$ cat config.mk
export PLATFORM = sky130hd
export DESIGN_NAME = bcd_day_counter_gen_flat
export DESIGN_NICKNAME = d
export VERILOG_FILES = /design/src/rtl/bcd_day_counter_gen_if.sv /design/src/rtl/bcd_day_counter_gen.sv /design/src/flat_wrapper.sv
export SDC_FILE = /design/constraint.sdc
export NUM_CORES = 1
export LEC_CHECK = 0
export ABC_AREA = 1
export CELL_PAD_IN_SITES_DETAIL_PLACEMENT = 1
export CELL_PAD_IN_SITES_GLOBAL_PLACEMENT = 1
export CORE_UTILIZATION = 37
export DETAILED_ROUTE_END_ITERATION = 12
export HOLD_SLACK_MARGIN = 0.05
export PLACE_DENSITY = 0.84
export SETUP_SLACK_MARGIN = 0.4
export SLEW_MARGIN = 20
export SYNTH_ARGS = -nofsm -noshare
export SYNTH_HDL_FRONTEND = slang
export SYNTH_SLANG_ARGS = --single-unit
$ cat constraint.sdc
create_clock -name ADC_CLK_10 -period 1.93 [get_ports ADC_CLK_10]
set_input_delay 0.2895 -clock ADC_CLK_10 [delete_from_list [all_inputs] [get_ports ADC_CLK_10]]
set_output_delay 0.2895 -clock ADC_CLK_10 [all_outputs]
set_load 0.005 [all_outputs]
$ cat src/rtl/bcd_day_counter_gen_if.sv
// Pin bundle between the day counter and whatever drives its buttons and
// observes its displays.
interface bcd_day_counter_gen_if #(
   parameter int DIGITS = 2
);
   logic                rate;
   logic                dir;
   logic                pause;
   logic [4*DIGITS-1:0] count;
   logic                wrap;
   logic                LED0;
   logic [7:0]          HEX0;
   logic [7:0]          HEX1;
   logic [7:0]          HEX2;
   logic [7:0]          HEX3;
   logic [7:0]          HEX4;
   logic [7:0]          HEX5;

   modport master (
      output rate, dir, pause,
      input  count, wrap, LED0, HEX0, HEX1, HEX2, HEX3, HEX4, HEX5
   );

   modport slave (
      input  rate, dir, pause,
      output count, wrap, LED0, HEX0, HEX1, HEX2, HEX3, HEX4, HEX5
   );
endinterface

$ cat src/rtl/bcd_day_counter_gen.sv
// Up/down BCD counter wrapping between MIN_COUNT and MAX_COUNT, with a
// debounced rate button, pause, wrap LED and registered seven-segment outputs.
module bcd_day_counter_gen #(
   parameter int DIGITS          = 2,
   parameter int MIN_COUNT       = 1,
   parameter int MAX_COUNT       = 99,
   parameter int BASE_DIV        = 10000000,
   parameter int DEBOUNCE_CYCLES = 100000,
   parameter int BLANK_LZ        = 1
) (
   input logic                  ADC_CLK_10,
   input logic                  reset,
   bcd_day_counter_gen_if.slave bus
);

   localparam int CW = 4 * DIGITS;
   localparam int PW = (BASE_DIV > 1) ? $clog2(BASE_DIV) : 1;
   localparam int DW = $clog2(DEBOUNCE_CYCLES + 1);

   function automatic logic [CW-1:0] to_bcd(input int v);
      logic [CW-1:0] b;
      int r;
      b = '0;
      r = v;
      for (int i = 0; i < DIGITS; i++) begin
         b[4*i +: 4] = 4'(r % 10);
         r = r / 10;
      end
      return b;
   endfunction

   function automatic logic [7:0] seg7(input logic [3:0] d);
      case (d)
         4'd0:    seg7 = 8'hC0;
         4'd1:    seg7 = 8'hF9;
         4'd2:    seg7 = 8'hA4;
         4'd3:    seg7 = 8'hB0;
         4'd4:    seg7 = 8'h99;
         4'd5:    seg7 = 8'h92;
         4'd6:    seg7 = 8'h82;
         4'd7:    seg7 = 8'hF8;
         4'd8:    seg7 = 8'h80;
         4'd9:    seg7 = 8'h90;
         default: seg7 = 8'hFF;
      endcase
   endfunction

   // Walk from the top digit down so 'seen' marks the first nonzero digit.
   function automatic logic [47:0] decode(input logic [CW-1:0] c);
      logic [23:0] pad;
      logic [47:0] h;
      logic        seen;
      pad  = 24'(c);
      h    = '1;
      seen = 1'b0;
      for (int i = 5; i >= 0; i--) begin
         if (i < DIGITS) begin
            seen = seen | (pad[4*i +: 4] != 4'd0);
            if (BLANK_LZ == 0 || i == 0 || seen) h[8*i +: 8] = seg7(pad[4*i +: 4]);
         end
      end
      return h;
   endfunction

   function automatic logic [CW-1:0] bcd_inc(input logic [CW-1:0] c);
      logic [CW-1:0] r;
      logic          carry;
      r     = c;
      carry = 1'b1;
      for (int i = 0; i < DIGITS; i++) begin
         if (carry) begin
            if (c[4*i +: 4] >= 4'd9) r[4*i +: 4] = 4'd0;
            else begin
               r[4*i +: 4] = c[4*i +: 4] + 4'd1;
               carry = 1'b0;
            end
         end
      end
      return r;
   endfunction

   function automatic logic [CW-1:0] bcd_dec(input logic [CW-1:0] c);
      logic [CW-1:0] r;
      logic          borrow;
      r      = c;
      borrow = 1'b1;
      for (int i = 0; i < DIGITS; i++) begin
         if (borrow) begin
            if (c[4*i +: 4] == 4'd0) r[4*i +: 4] = 4'd9;
            else begin
               r[4*i +: 4] = c[4*i +: 4] - 4'd1;
               borrow = 1'b0;
            end
         end
      end
      return r;
   endfunction

   localparam logic [CW-1:0] MIN_BCD = to_bcd(MIN_COUNT);
   localparam logic [CW-1:0] MAX_BCD = to_bcd(MAX_COUNT);
   localparam logic [47:0]   MIN_HEX = decode(MIN_BCD);

   logic          rate_meta;
   logic          rate_sync;
   logic          rate_level;
   logic [DW-1:0] db_cnt;
   logic [1:0]    rate_sel;
   logic [PW-1:0] prescaler;
   logic [PW-1:0] last_pre;
   logic [CW-1:0] count_q;
   logic          wrap_q;
   logic          led_q;
   logic [47:0]   hex_q;
   logic          differ;
   logic          accept;
   logic          press;
   logic          tick;

   // A press is the accepted level falling; it pre-empts any tick that cycle.
   assign differ   = rate_sync != rate_level;
   assign accept   = differ && (db_cnt == DW'(DEBOUNCE_CYCLES - 1));
   assign press    = accept && !rate_sync;
   assign last_pre = PW'((BASE_DIV >> {rate_sel, 1'b0}) - 1);
   assign tick     = !bus.pause && !press && (prescaler == last_pre);

   always_ff @(posedge ADC_CLK_10 or negedge reset) begin
      if (!reset) begin
         rate_meta  <= 1'b1;
         rate_sync  <= 1'b1;
         rate_level <= 1'b1;
         db_cnt     <= '0;
      end else begin
         rate_meta <= bus.rate;
         rate_sync <= rate_meta;
         if (accept) begin
            rate_level <= rate_sync;
            db_cnt     <= '0;
         end else if (differ) begin
            db_cnt <= db_cnt + 1'b1;
         end else begin
            db_cnt <= '0;
         end
      end
   end

   always_ff @(posedge ADC_CLK_10 or negedge reset) begin
      if (!reset) begin
         rate_sel  <= 2'd0;
         prescaler <= '0;
      end else if (press) begin
         rate_sel  <= rate_sel + 2'd1;
         prescaler <= '0;
      end else if (!bus.pause) begin
         prescaler <= tick ? '0 : prescaler + 1'b1;
      end
   end

   // Display registers follow the count register with one cycle of lag.
   always_ff @(posedge ADC_CLK_10 or negedge reset) begin
      if (!reset) begin
         count_q <= MIN_BCD;
         wrap_q  <= 1'b0;
         led_q   <= 1'b0;
         hex_q   <= MIN_HEX;
      end else begin
         wrap_q <= 1'b0;
         hex_q  <= decode(count_q);
         if (tick) begin
            if (!bus.dir) begin
               if (count_q == MAX_BCD) begin
                  count_q <= MIN_BCD;
                  wrap_q  <= 1'b1;
                  led_q   <= ~led_q;
               end else begin
                  count_q <= bcd_inc(count_q);
               end
            end else begin
               if (count_q == MIN_BCD) begin
                  count_q <= MAX_BCD;
                  wrap_q  <= 1'b1;
                  led_q   <= ~led_q;
               end else begin
                  count_q <= bcd_dec(count_q);
               end
            end
         end
      end
   end

   assign bus.count = count_q;
   assign bus.wrap  = wrap_q;
   assign bus.LED0  = led_q;
   assign bus.HEX0  = hex_q[7:0];
   assign bus.HEX1  = hex_q[15:8];
   assign bus.HEX2  = hex_q[23:16];
   assign bus.HEX3  = hex_q[31:24];
   assign bus.HEX4  = hex_q[39:32];
   assign bus.HEX5  = hex_q[47:40];

endmodule
$ cat src/flat_wrapper.sv
// flat-port wrapper written by rule: the top's interface ports become plain ports
module bcd_day_counter_gen_flat 
#(
   parameter int DIGITS          = 2,
   parameter int MIN_COUNT       = 1,
   parameter int MAX_COUNT       = 99,
   parameter int BASE_DIV        = 10000000,
   parameter int DEBOUNCE_CYCLES = 100000,
   parameter int BLANK_LZ        = 1
)
  (ADC_CLK_10, reset, bus_rate, bus_dir, bus_pause, bus_count, bus_wrap, bus_LED0, bus_HEX0, bus_HEX1, bus_HEX2, bus_HEX3, bus_HEX4, bus_HEX5);
  bcd_day_counter_gen_if #(.DIGITS(DIGITS)) bus_i ();
  input logic ADC_CLK_10;
  input logic reset;
  input wire logic [$bits(bus_i.rate)-1:0] bus_rate;
  input wire logic [$bits(bus_i.dir)-1:0] bus_dir;
  input wire logic [$bits(bus_i.pause)-1:0] bus_pause;
  output wire logic [$bits(bus_i.count)-1:0] bus_count;
  output wire logic [$bits(bus_i.wrap)-1:0] bus_wrap;
  output wire logic [$bits(bus_i.LED0)-1:0] bus_LED0;
  output wire logic [$bits(bus_i.HEX0)-1:0] bus_HEX0;
  output wire logic [$bits(bus_i.HEX1)-1:0] bus_HEX1;
  output wire logic [$bits(bus_i.HEX2)-1:0] bus_HEX2;
  output wire logic [$bits(bus_i.HEX3)-1:0] bus_HEX3;
  output wire logic [$bits(bus_i.HEX4)-1:0] bus_HEX4;
  output wire logic [$bits(bus_i.HEX5)-1:0] bus_HEX5;
  assign bus_i.rate = bus_rate;
  assign bus_i.dir = bus_dir;
  assign bus_i.pause = bus_pause;
  assign bus_count = bus_i.count;
  assign bus_wrap = bus_i.wrap;
  assign bus_LED0 = bus_i.LED0;
  assign bus_HEX0 = bus_i.HEX0;
  assign bus_HEX1 = bus_i.HEX1;
  assign bus_HEX2 = bus_i.HEX2;
  assign bus_HEX3 = bus_i.HEX3;
  assign bus_HEX4 = bus_i.HEX4;
  assign bus_HEX5 = bus_i.HEX5;
  bcd_day_counter_gen #(.DIGITS(DIGITS), .MIN_COUNT(MIN_COUNT), .MAX_COUNT(MAX_COUNT), .BASE_DIV(BASE_DIV), .DEBOUNCE_CYCLES(DEBOUNCE_CYCLES), .BLANK_LZ(BLANK_LZ)) u_core (.ADC_CLK_10(ADC_CLK_10), .reset(reset), .bus(bus_i));
endmodule
# Yosys cells after proc, flatten, opt, wreduce, memory -nomap -nowiden
# Memory sizes are Yosys's and may differ from the RTL's. A register that Yosys moved wholly into a read port is not among the register bits.
# Index checks and enable logic that the tools add are counted.
# totals
reg_bits	72
mem_bits_ro	224
out_inout_bits	58
wordCells	78
mem_count	2
# memory_table
name	words	word_bits	rd	rd_clocked_by_memory_dff	wr	line	text
(no name shown)	16	7	1	0	0	bcd_day_counter_gen.sv:33	case (d)
(no name shown)	16	7	1	1	0	bcd_day_counter_gen.sv:33	
# classes
n_addsub	8
n_lt_le_gt_ge	2
eq_ne	8
shift	1
n_mux	30
bitwise	1
reduce_logical	15
# op_table
operator	n
$mux W24	3
$mux W17	2
$mux W8	4
$add A24 B1 Y24 const B	1
$eq A24 B24 Y1	1
$mux W4	6
$shr A24 B3 Y24 const A	1
$sub A24 B2 Y24 const B	1
$add A17 B1 Y17 const B	1
$eq A17 B17 Y1 const B	1
$mux W1	15
$add A4 B1 Y4 const B	2
$eq A8 B1 Y1 const B	1
$eq A8 B8 Y1 const B	1
$ge A4 B4 Y1 const B	2
$logic_not A4 Y1	2
$sub A4 B1 Y4 const B	2
$reduce_and A3 Y1	2
$logic_and A1 B1 Y1	4
$logic_not A1 Y1	4
$ne A2 B1 Y1 const B	2
$reduce_bool A4 Y1	1
$ne A3 B1 Y1 const B	1
$reduce_bool A3 Y1	1
other kinds (4)	4

# Depth between registers and ports, before layout
# depth
ltp_word	10
depth_mapped	16
ltp_nobuf	16

# Worst setup path before layout
# Ideal clock, no wire load.
# synth_path
path_kind	reg2reg
from	register u_core.rate_sel[0]
to	register u_core.prescaler[21]
setup_time_ps	118
t_arrival_ps	1971
required_time_ps	1812
path_slack_ps	-158
path_stages_with_launch	16
period_less_slack_ps	2088
cell_sequence	dfrtp_1 -> inv_1 -> ha_1 -> inv_2 -> nand2_1 -> nor2_4 -> nand2_2 -> nand2_1 -> nand2_1 -> nor2_1 -> nand3_2 -> inv_1 -> nand2_4 -> buf_6 -> nand3b_1 -> nand2_1
# synth_via
elab_chain_cells	7
# synth_rtl
item	line	text
start, declared	bcd_day_counter_gen.sv:107	logic [1:0] rate_sel;
start signal, assigned	bcd_day_counter_gen.sv:151	rate_sel <= rate_sel + 2'd1;
$shr A24 B3 Y24	bcd_day_counter_gen.sv:123	assign last_pre = PW'((BASE_DIV >> {rate_sel, 1'b0}) - 1);
$sub A24 B2 Y24	bcd_day_counter_gen.sv:123	
$eq A24 B24 Y1	bcd_day_counter_gen.sv:124	assign tick = !bus.pause && !press && (prescaler == last_pre);
$logic_and A1 B1 Y1	bcd_day_counter_gen.sv:124	
$mux W24	bcd_day_counter_gen.sv:154	prescaler <= tick ? '0 : prescaler + 1'b1;
$mux W24	bcd_day_counter_gen.sv:153	end else if (!bus.pause) begin
$mux W24	bcd_day_counter_gen.sv:150	end else if (press) begin
end signal, assigned	bcd_day_counter_gen.sv:154	
end, declared	bcd_day_counter_gen.sv:108	logic [PW-1:0] prescaler;
# No other way between the ends. The select of a mux whose other input is x is not followed.
# A chain may end at the register's enable or synchronous reset.

# Final worst setup path
# layout_path
from	register u_core.rate_sel[0]
to	register u_core.count_q[7] (netlist: u_core.bus.count[7])
# layout_via
elab_chain_cells	5
# layout_rtl
item	line	text
$shr A24 B3 Y24	bcd_day_counter_gen.sv:123	
$sub A24 B2 Y24	bcd_day_counter_gen.sv:123	
$eq A24 B24 Y1	bcd_day_counter_gen.sv:124	
$logic_and A1 B1 Y1	bcd_day_counter_gen.sv:124	
$reduce_and A3 Y1 (no line)	-	
end signal, assigned	bcd_day_counter_gen.sv:175	count_q <= bcd_inc(count_q);
end signal, assigned	bcd_day_counter_gen.sv:183	count_q <= bcd_dec(count_q);
end, declared	bcd_day_counter_gen.sv:110	logic [CW-1:0] count_q;
# No other way between the ends.

==> summary.md <==
| Metric | Value |
|---|---|
| Outcome | finished, violations left |
| Violated checks | negative setup slack |
| Die Ht | 119.3 um |
| Share of layout cells above drive strength 1 | 0.3498 |
| RSZ-0062 raised after global routing | true |
| Hold WC Path Type | reg -> reg |
| Vias in the first global route | 6030 |
| Hold path cells | 0 |
| #FFs+latches synth | 70 |
| Setup WS post-layout | -609.9 ps |
| GR Overflow Total | 0 |
| Root buffer cell | clkbuf_16 |
| Slew of the pin with the lowest slew margin | 629.5 ps |
| 1st-iter DRT viols | ~670 |
| Max-slew violations | 0 |
| Clk pin slew, worst setup/hold paths | 80 ps |
| # rows | 42 |
| Worst-Skew Late Latency | ~370 ps |
| DR DRC count | 0 |
| Post-DP HPWL | 12.42 mm |
| First-pass GRT wire length | roughly 33 mm |
| CTS Sinks | 70 |
| Ys Warns | 0 |
| Area share of the largest cell type after synthesis | 0.2652 |
| Top cells by area, synth | dfrtp_1 27%, nand2_1 16%, dfstp_2 8.3% |
| DRT Wirelength | 25.74 mm |
| Wirelength per Cell | about 25 um |
| Yosys cell types | 41 |
| Vias per inst | 5.750 |
| Cells after synthesis | 727 |
| Max-Slew Margin vs Limit | 0.5759 |
| Chip Width | 119.3 um |
| Post-synth ARST share | 1.000 |
| Clock buffer count from CTS | 9 |
| Cell taking the most area after synthesis | dfrtp_1 |
| Area grow syn2layout | 45.75% |
| Reg2Reg Depth | 15 |
| Final worst-path cycle share | 1.316 |
| Clock skew | 15.74 ps |
| Crit path launch type | flop |
| Core region area | 13350 um^2 |
| Largest net degree at the start of global routing | 26 |
| Syn avg cell area | 7.008 um^2 |
| TritonCTS clock tree | built |
| Worst Path Arrival | 2780 ps |
| FMAX | between 300 and 400 MHz |
| TritonRoute pass-1 iters | 5 |
| Max Cap Violations | 0 |
| Final Hold Fails | 0 |
| Synthesized area | 5095 um^2 |
| Initial core utilization | 0.3817 |
| Port Buf Inserts | 28 |
| Ports | 63 |
| Fin crit period | 2540 ps |
| Leak pwr | roughly 3.4 nW |
| Final hold slack | 373.6 ps |
| Bufs on Longest Clock Path | 2 |
| # diodes | 0 |
| Global Route Usage Sum | 0.3035 |
| Sequential-to-total area share from yosys stat | 0.3477 |
| Initial antenna violation count | 0 |
| EDFF count, synth | 0 |
| Synth top cells by count | 212 x nand2_1, 87 x inv_1, 87 x nor2_1 |
| Nature of the critical path endpoint | flop |
| Synth Flop Type | dfrtp_1 |
| Sequential cell area | 1779 um^2 |
| Final Core Density | 0.5563 |
| Vias | 6009 |
| VDD IR-drop max | 0.0004633 V |
| Final ANT Viol Nets | 0 |
| H-tree levels | 3 |
| Routability cong. | 0.8670 |
| WS Path Type | reg -> reg |
| Setup Viol. Count Final | 41 |
| Worst path required time | 2170 ps |
| Top-count cell post-synth | nand2_1 |
| PwrDens | 535.2 nW/um^2 |
| Max FO, Critical Path | 5 |
| Final net count | 889 |
| Footprint of the multi-input gates | 3442 um^2 |
| Filler cells | 1612 |
| Die area | 14240 um^2 |
-- stage by stage --
step                      power, mW  worst slack, ps  TNS [ps]  cells  area, um^2
after global placement        2.004           -348.2     -8936    978        5984
after detailed placement      2.028           -375.3     -9968    978        5984
after CTS                     3.813           -205.6     -5840   1028        6840
final                         3.975           -609.9    -14010   1045        7426
after floorplan               1.880            51.82         0    760        5338
after global routing          4.055           -675.9    -17570   1045        7426
-- final cells by class --
type / count / share of cell area
Multi-Input combinational cell: 552 / 0.4635
Sequential cell: 70 / 0.2396
Timing Repair Buffer: 138 / 0.1739
Inverter: 93 / 0.05307
Clock buffer: 10 / 0.03083
Tap cell: 176 / 0.02965
Clock inverter: 6 / 0.009436
-- cell usage in the layout, fill, tap and decap left out, drive strengths merged, types with 2 or more instances in the layout --
master / n
nor2: 94
conb: 34
clkdlybuf4s50: 6
o21ai: 43
or2: 3
a31oi: 2
clkinv: 7
buf: 112
a21oi: 15
dlygate4sd2: 17
a22oi: 2
xor2: 22
o21a: 2
inv: 91
o211ai: 5
dfrtp: 54
nor3: 11
nand2: 219
clkbuf: 11
nand3b: 12
ha: 20
nand3: 50
nand4: 12
dfstp: 16
-- registers in the layout, summed over array words and instances (netlist names), 2 cells and up --
signal	cells
u_core.bus.count	8
u_core.rate_sel	2
u_core.db_cnt	17
u_core.hex_q	14
u_core.prescaler	24
-- repair_timing --
| action | in CTS | in global routing |
|---|---|---|
| hold endpoints to repair | 12 | 0 |
| hold buffers | 1 | 0 |
| setup endpoints to repair | 74 | 68 |
| pin swaps | 36 | 45 |
| gates cloned | 3 | 1 |
| setup buffers | 30 | 16 |
| resized for setup | 112 | 132 |
-- cells by family (layout without fill, tap and decap cells) --
| logic type | after synthesis | count (layout) | share of synthesized area |
|---|---|---|---|
| DFF | 70 | 70 | 0.3477 |
| xor gates and xnor gates | 23 | 23 | 0.03954 |
| buffers and inverters | 140 | 247 | 0.1368 |
| other | 1 | 34 | 0.0007360 |
| adders and majority gates | 20 | 20 | 0.04912 |
| and+or+nand+nor | 402 | 404 | 0.3477 |
| AOI/OAI and AO/OA | 71 | 71 | 0.07834 |
-- power breakdown --
group | internal (mW) | switching (mW) | total [mW]
Combinational | 0.205 | 0.348 | 0.553
Sequential | 1.52 | 0.0826 | 1.60
Clock | 1.02 | 0.801 | 1.82
Total | 2.74 | 1.23 | 3.97
-- layer usage --
| metal | GRT usage | vias up | part of all wire |
|---|---|---|---|
| met1 | 0.3386 | 2955 | 0.35 |
| li1 | - | 2498 | - |
| met3 | 0.05029 | 167 | 0.073 |
| met2 | 0.5447 | 389 | 0.49 |
| met4 | 0.1711 | 0 | 0.081 |
| met5 | 0 | - | 0 |
-- worst max-delay path: stages, from the launching register on --
cell     delay (ps)
dfrtp_2         460
buf_12          150
buf_6           120
ha_4            190
nand2_2          80
nand2_2          60
inv_2            50
nand2_1          60
nor2_1          200
nand2_1         140
nor2_4          150
nand2_4          90
nor2_4          230
nand3_4         140
nand2_1         200
nand2_1          90
-- final timing paths --
path,startpoint,to,slack [ps]
setup / recovery,u_core.rate_sel[0],u_core.bus.count[7],-610
hold / removal,u_core.rate_meta,u_core.rate_sync,370
setup reg to reg,u_core.rate_sel[0],u_core.bus.count[7],-610
hold reg to reg,u_core.rate_meta,u_core.rate_sync,370
max in group asynchronous,reset,u_core.hex_q[13],760
min in group asynchronous,reset,u_core.prescaler[21],400
Power figures use the tool's default switching activity.
